File: config.mk
export PLATFORM = sky130hd
export DESIGN_NAME = glitch_filter
export DESIGN_NICKNAME = d
export VERILOG_FILES = /design/src/rtl/glitch_filter_pkg.sv /design/src/rtl/sync_2ff.sv /design/src/rtl/glitch_filter.sv
export SDC_FILE = /design/constraint.sdc
export NUM_CORES = 1
export LEC_CHECK = 0
export CAP_MARGIN = 10
export CORE_AREA = 2 2 39 41
export CTS_CLUSTER_DIAMETER = 50
export DETAILED_ROUTE_END_ITERATION = 6
export DIE_AREA = 0 0 41 43
export HOLD_SLACK_MARGIN = 0.1
export PLACE_DENSITY = 0.53
export SLEW_MARGIN = 10
export SYNTH_ARGS = -nofsm -noshare
export SYNTH_HDL_FRONTEND = slang
export SYNTH_HIERARCHICAL = 1
export SYNTH_SLANG_ARGS = --single-unit
File: constraint.sdc
create_clock -name clk -period 1.7 [get_ports clk]
set_clock_uncertainty 0.2 [all_clocks]
set_input_delay 0.425 -clock clk [delete_from_list [all_inputs] [get_ports clk]]
set_output_delay 0.425 -clock clk [all_outputs]
set_load 0.05 [all_outputs]
File: src/rtl/glitch_filter_pkg.sv
// Shared definitions for the glitch filter: FSM state encoding and default
// qualification parameters.
package glitch_filter_pkg;

  typedef enum logic [1:0] {
    S_LOW      = 2'b00,
    S_CHK_HIGH = 2'b01,
    S_HIGH     = 2'b10,
    S_CHK_LOW  = 2'b11
  } gf_state_t;

  localparam int GF_STABLE_CYCLES = 4;
  localparam int GF_CNT_W         = 4;

endpackage

File: src/rtl/sync_2ff.sv
// Two-flop synchronizer that brings the asynchronous glitchy level into the
// clk domain; cleared to 0 by the asynchronous reset.
module sync_2ff (
  input  logic clk,
  input  logic reset,
  input  logic d,
  output logic q
);

  logic meta_q;
  logic sync_q;

  always_ff @(posedge clk or posedge reset) begin
    if (reset) begin
      meta_q <= 1'b0;
      sync_q <= 1'b0;
    end else begin
      meta_q <= d;
      sync_q <= meta_q;
    end
  end

  assign q = sync_q;

endmodule

File: src/rtl/glitch_filter.sv
// Debounce/glitch filter: a level must be seen for STABLE_CYCLES consecutive
// enabled samples before dout follows it. Define GLITCH_FILTER_EDGE_EN for rise/fall pulses.
module glitch_filter
  import glitch_filter_pkg::*;
#(
  parameter int STABLE_CYCLES = GF_STABLE_CYCLES,
  parameter int CNT_W         = GF_CNT_W
) (
  input  logic clk,
  input  logic reset,
  input  logic din,
  input  logic en,
  output logic dout,
  output logic rise,
  output logic fall,
  output logic busy
);

  localparam logic [CNT_W-1:0] CNT_ONE  = CNT_W'(1);
  localparam logic [CNT_W-1:0] CNT_LAST = CNT_W'(STABLE_CYCLES - 1);

  logic             sync;
  gf_state_t        state_q, state_d;
  logic [CNT_W-1:0] cnt_q, cnt_d;
  logic             dout_q, dout_d;
  logic             busy_q, busy_d;

  sync_2ff u_sync (
    .clk   (clk),
    .reset (reset),
    .d     (din),
    .q     (sync)
  );

  always_comb begin
    state_d = state_q;
    cnt_d   = cnt_q;
    if (en) begin
      unique case (state_q)
        S_LOW: begin
          if (sync) begin
            if (STABLE_CYCLES == 1) begin
              state_d = S_HIGH;
            end else begin
              state_d = S_CHK_HIGH;
              cnt_d   = CNT_ONE;
            end
          end
        end
        S_CHK_HIGH: begin
          // cnt already counts the current run, so cnt == N-1 means this sample is the Nth
          if (!sync) begin
            state_d = S_LOW;
            cnt_d   = '0;
          end else if (cnt_q == CNT_LAST) begin
            state_d = S_HIGH;
            cnt_d   = '0;
          end else begin
            cnt_d = cnt_q + CNT_ONE;
          end
        end
        S_HIGH: begin
          if (!sync) begin
            if (STABLE_CYCLES == 1) begin
              state_d = S_LOW;
            end else begin
              state_d = S_CHK_LOW;
              cnt_d   = CNT_ONE;
            end
          end
        end
        S_CHK_LOW: begin
          if (sync) begin
            state_d = S_HIGH;
            cnt_d   = '0;
          end else if (cnt_q == CNT_LAST) begin
            state_d = S_LOW;
            cnt_d   = '0;
          end else begin
            cnt_d = cnt_q + CNT_ONE;
          end
        end
        default: begin
          state_d = S_LOW;
          cnt_d   = '0;
        end
      endcase
    end
  end

  // Outputs are decoded from the next state so they land in the same cycle as the state.
  always_comb begin
    dout_d = (state_d == S_HIGH) || (state_d == S_CHK_LOW);
    busy_d = (state_d == S_CHK_HIGH) || (state_d == S_CHK_LOW);
  end

  always_ff @(posedge clk or posedge reset) begin
    if (reset) begin
      state_q <= S_LOW;
      cnt_q   <= '0;
      dout_q  <= 1'b0;
      busy_q  <= 1'b0;
    end else begin
      state_q <= state_d;
      cnt_q   <= cnt_d;
      dout_q  <= dout_d;
      busy_q  <= busy_d;
    end
  end

  assign dout = dout_q;
  assign busy = busy_q;

`ifdef GLITCH_FILTER_EDGE_EN
  logic rise_q;
  logic fall_q;

  always_ff @(posedge clk or posedge reset) begin
    if (reset) begin
      rise_q <= 1'b0;
      fall_q <= 1'b0;
    end else begin
      rise_q <= dout_d & ~dout_q;
      fall_q <= ~dout_d & dout_q;
    end
  end

  assign rise = rise_q;
  assign fall = fall_q;
`else
  assign rise = 1'b0;
  assign fall = 1'b0;
`endif

endmodule
==> run summary <==
status - complete, no violations
Setup crit end kind - flop
CP max-delay cell - clkdlybuf4s50_1
initial antenna violation count - 0
fraction of layout cells with a size suffix above 1 - 0.2500
Worst IR Drop VDD - 0.5971 mV
Final setup viols - 0
Area growth syn-to-layout - 31.66%
sequential share of the synthesized area - 0.5325
CTS root buf - clkbuf_4
Worst Setup Start Kind - input port
synthesized area per cell - 11.13 um2
post-synth top area cell - dfrtp_1
RSZ-0062 raised after global routing - false
largest family of logic cells by synthesized area - simple AND/OR/NAND/NOR gates
ANT cells - 0
Die Area - 1763 um2
via count - 290
top post-synthesis cells by area - dfrtp_1 (53%), o2bb2ai_1 (6.2%), mux2_2 (5.3%)
Initial Util - 0.3056
Final WS setup - 0.07279 ns
total wire length - 663 um
post-synthesis compound-gate area fraction - 0.1154
vias in the first global route - 318
Fmax achieved - 614.5 MHz
Crit path required time - 1.64 ns
Initial DRT Pass Iterations - 2
critical path data arrival time - 1.57 ns
Clk Latency, worst-skew pair - 0.25 ns
Synth Instances - 38
clk sinks - 9
Core Util, Final - 0.4024
post-synthesis xor/xnor area fraction - 0.02071
I/O pins - 8
Crit path largest cell delay - 0.50 ns
worst hold path type - input port to asynchronous set/reset pin
row count - 14
Die Height - 43 um
final hold vios - 0
pre-CTS setup slack - -0.1977 ns
Post-DP HPWL - 532.2 um
RD Place Congestion - 0.7284
WL/cell - 10.36 um
buffer depth of the longest clock path - 2
filler instances - 144
Post-DRT Antenna Nets - 0
Post-synth EDFFs - 0
launching point of the worst reg2reg path - cnt_q[1]
drt initial violations - 2
Port Buffer Count - 5
kind of critical path - input port to flop
H-tree depth - 1
routed vias/inst - 4.531
Reg clk slew, reported paths - 0.06 ns
Synth cell types - 18
CP Max Fanout - 2
Yosys top cell area share - 0.5325
Critical path origin - en
core area - 1384 um2
Max Cap Viol - 0
max-slew violations - 0
async set-or-reset flop fraction in the synthesized netlist - 1.000
mux cell area share after synthesis - 0.07692
Synth warnings - 6
crit path cell chain - clkdlybuf4s50_1 -> nand2_2 -> nor3b_4 -> mux2_2
Period minus WS final - 1.627 ns
Reg2Reg Depth - 4
Synth Area in Adders - 0.02959
first-pass GRT wire length - 1297 um
die width - 41 um
grt ovf - 0
Num CTS Buffers - 3
gr usage total - 0.1121
# DRC - 0
ys flop type - dfrtp_1
leakage power - 0.2572 nW
most common library cells after synthesis - dfrtp_1 (9), nand2_1 (4), inv_1 (3), nor2b_1 (3), o2bb2ai_1 (3)
total power per unit cell area - 1474 nW/um2
Power, Total - 0.8205 mW
FF+latch area - 225.2 um2
Hold Slack - 0.1376 ns
#FFs+latches synth - 9
DP Cell Count - 60
ratio of final minimum period to clock period - 0.9572
final std cells w/o fill - 64
top-count cell post-synth - dfrtp_1
nets@finish - 54
post-synthesis simple-gate area fraction - 0.1538
largest net degree at the start of global routing - 8
Multi-input gate area - 188.9 um2
TritonCTS clock tree - done
post-synthesis cell area - 422.9 um2
==> final timing paths <==
| kind | slack (ns) | end |
|---|---|---|
| worst min-delay path | 0.14 | u_sync/q |
| min in group clk | 0.16 | u_sync/q |
| worst max-delay path | 0.07 | dout |
| worst max register to register | 0.12 | dout |
| max in group asynchronous | 0.86 | cnt_q[2] |
| worst min register to register | 0.16 | u_sync/q |
==> registers in the layout, indices dropped and copies added (netlist names) <==
name           cells
cnt_q              4
state_q            2
dout               1
u_sync/meta_q      1
u_sync/q           1
==> layout make-up <==
class	count	share of cell area
flip-flops and latches	9	0.4045
multi-input cells	25	0.3393
repair buffers	7	0.1528
clock buffers	4	0.04719
well taps	16	0.03596
inverters	3	0.02022
==> critical path: cells and delay by family <==
kind                   cells  cell delay [ns]
buffers and inverters      1             0.50
muxes                      1             0.35
and+or+nand+nor            2             0.29
==> metal layers <==
layer  share of wire  track usage  up-vias
li1                -            -      146
met1            0.43       0.1351      139
met2            0.52       0.1625        5
met3           0.044      0.03141        0
met4               0      0.08000        0
met5               0            0        -
==> what timing repair did <==
item                       in CTS  in global routing
buffers inserted                0                  0
hold buffers                    0                  0
setup endpoints to repair       0                  2
resized for setup               0                  3
==> power by group <==
part / internal, mW / switching (mW)
Combinational: 0.167 / 0.169
Sequential: 0.270 / 0.0532
Clock: 0.0902 / 0.0706
==> metrics by stage <==
step | setup TNS (ns) | area (um2)
after global placement | -0.3696 | 516.7
final | 0 | 556.8
after detailed placement | -0.4106 | 516.7
after floorplan | 0 | 426.7
after global routing | 0 | 556.8
after CTS | 0 | 543.0
==> kinds of logic after synthesis <==
group,Yosys count
compound gates,7
xor+xnor,1
fa+ha+maj,1
buf+inv,5
flops,9
mux,3
other cells,1
simple gates,11
==> layout by cell type, fill, tap and decap left out, drive strengths merged <==
master,instances
mux2,2
nor2b,3
nor3b,2
inv,3
xor2,1
buf,4
mux2i,1
nand2,5
dfrtp,9
o2bb2ai,3
o21ai,2
a31oi,1
clkbuf,4
o22ai,1
clkdlybuf4s50,3
ha,1
nand3,1
conb,2
No activity file was read; power rests on OpenSTA's default activity.
==> RTL change (same flow settings) <==
Set the package constant `GF_CNT_W` to 3 (it was 4).
--- a/src/rtl/glitch_filter_pkg.sv
+++ b/src/rtl/glitch_filter_pkg.sv
@@ -11,5 +11,5 @@
 
   localparam int GF_STABLE_CYCLES = 4;
-  localparam int GF_CNT_W         = 4;
+  localparam int GF_CNT_W         = 3;
 
 endpackage
Function: same outputs for any inputs over 10 cycles, from zero or initial values and one cycle with reset high; that may be too few to reach the edited logic, so the function may still have changed.
==> RTL change against the original RTL <==
Sequential power about the same; worst setup slack improved by 95 ps; routed wire length decreased by 17%; total power increased by 3.0%; design area decreased by 16%; area after synthesis decreased by 14%; sequential cell count decreased by 1; highest routed layer is now met4.
==> RTL change: results (changes against the original RTL) <==
Drt
  – Wire length on met3: 42 um (+45%)
  – Drt via density: 4.32 (-4.6%)
  – DRT Pass-1 Iters: 3 (+1)
  – Routed wire length: 548 um (-17%)
  – Initial DRC Count: 4 (+2)
  – Top Layer Used: met4
  – Met1 WL: 212 um (-26%)
  – DR vias: 229 (-21%)

Global route
  – Vias in the first global route: 235 (-26%)
  – All-Layer GR Usage: 8.99% (-2.2 points)
  – Met1 Usage GRT: 10.2% (-3.3 points)
  – First-pass GRT wire length: 924 um (-29%)
  – Pin count of the biggest net entering global routing: 9 (+1)
  – Met2 GRT Util: 10.3% (-5.9 points)

Pwr
  – Leak: 0.224 nW (-13%)
  – Logic pwr share: 45.7% (+4.7 points)
  – Cell-internal power: 534 uW (+1.2%)

Yosys
  – Synth area leaders: dfrtp_1 (55%), mux2_2 (9.3%), xor2_2 (4.5%)
  – Top cells by count, synth: dfrtp_1 (8), mux2_2 (3), buf_4 (2), inv_1 (2)
  – Cells after Synth: 29 (-24%)
  – Xor/xnor share of the synthesized area: 4.50% (+2.4 points)
  – Post-synthesis sequential area ratio: 55.4% (+2.1 points)
  – Post-synthesis compound-gate area fraction: 11.1% (-0.47 points)

Finish
  – Max reg flops: 3 (-1)
  – Fill cells: 142 (-1.4%)
  – Nets: 44 (-19%)

Critical path
  – Largest stage delay, worst path: 390 ps (-110 ps)
  – Worst Path Max Fanout: 3 (+1)
  – Cell family with most CP delay: flip-flops
  – Highest-delay cell along the critical path: dfrtp_1

Run status
  – Status: finished clean

Placement
  – Placed cell areas: 448 sq um (-13%)
-- RTL change: path summary, 6_finish.rpt --
path	cells after the start	slack (ps)	end	startpoint
max in group asynchronous	2	900	cnt_q[0]	reset
worst max-delay path	4	170	dout	cnt_q[0]
worst max register to register	4	170	dout	cnt_q[0]
worst min-delay path	2	150	u_sync/q	reset
worst min register to register	0	160	u_sync/q	u_sync/meta_q
min in group clk	0	160	u_sync/q	u_sync/meta_q
-- RTL change: metrics by stage --
step | setup TNS, ps | setup WS (ps)
after floorplan | 0 | 216
after global placement | -40.4 | -24.7
after detailed placement | -60.9 | -33.5
after CTS | 0 | 155
after global routing | 0 | 77.3
final | 0 | 167
-- RTL change: area by class of cell --
cell class	count	area, sq um	share of cell area (%)
flip-flops and latches	8	200	42.6
multi-input cells	18	143	30.3
repair buffers	6	77.6	16.5
clock buffers	3	22.5	4.79
well taps	16	20.0	4.26
inverters	2	7.51	1.60
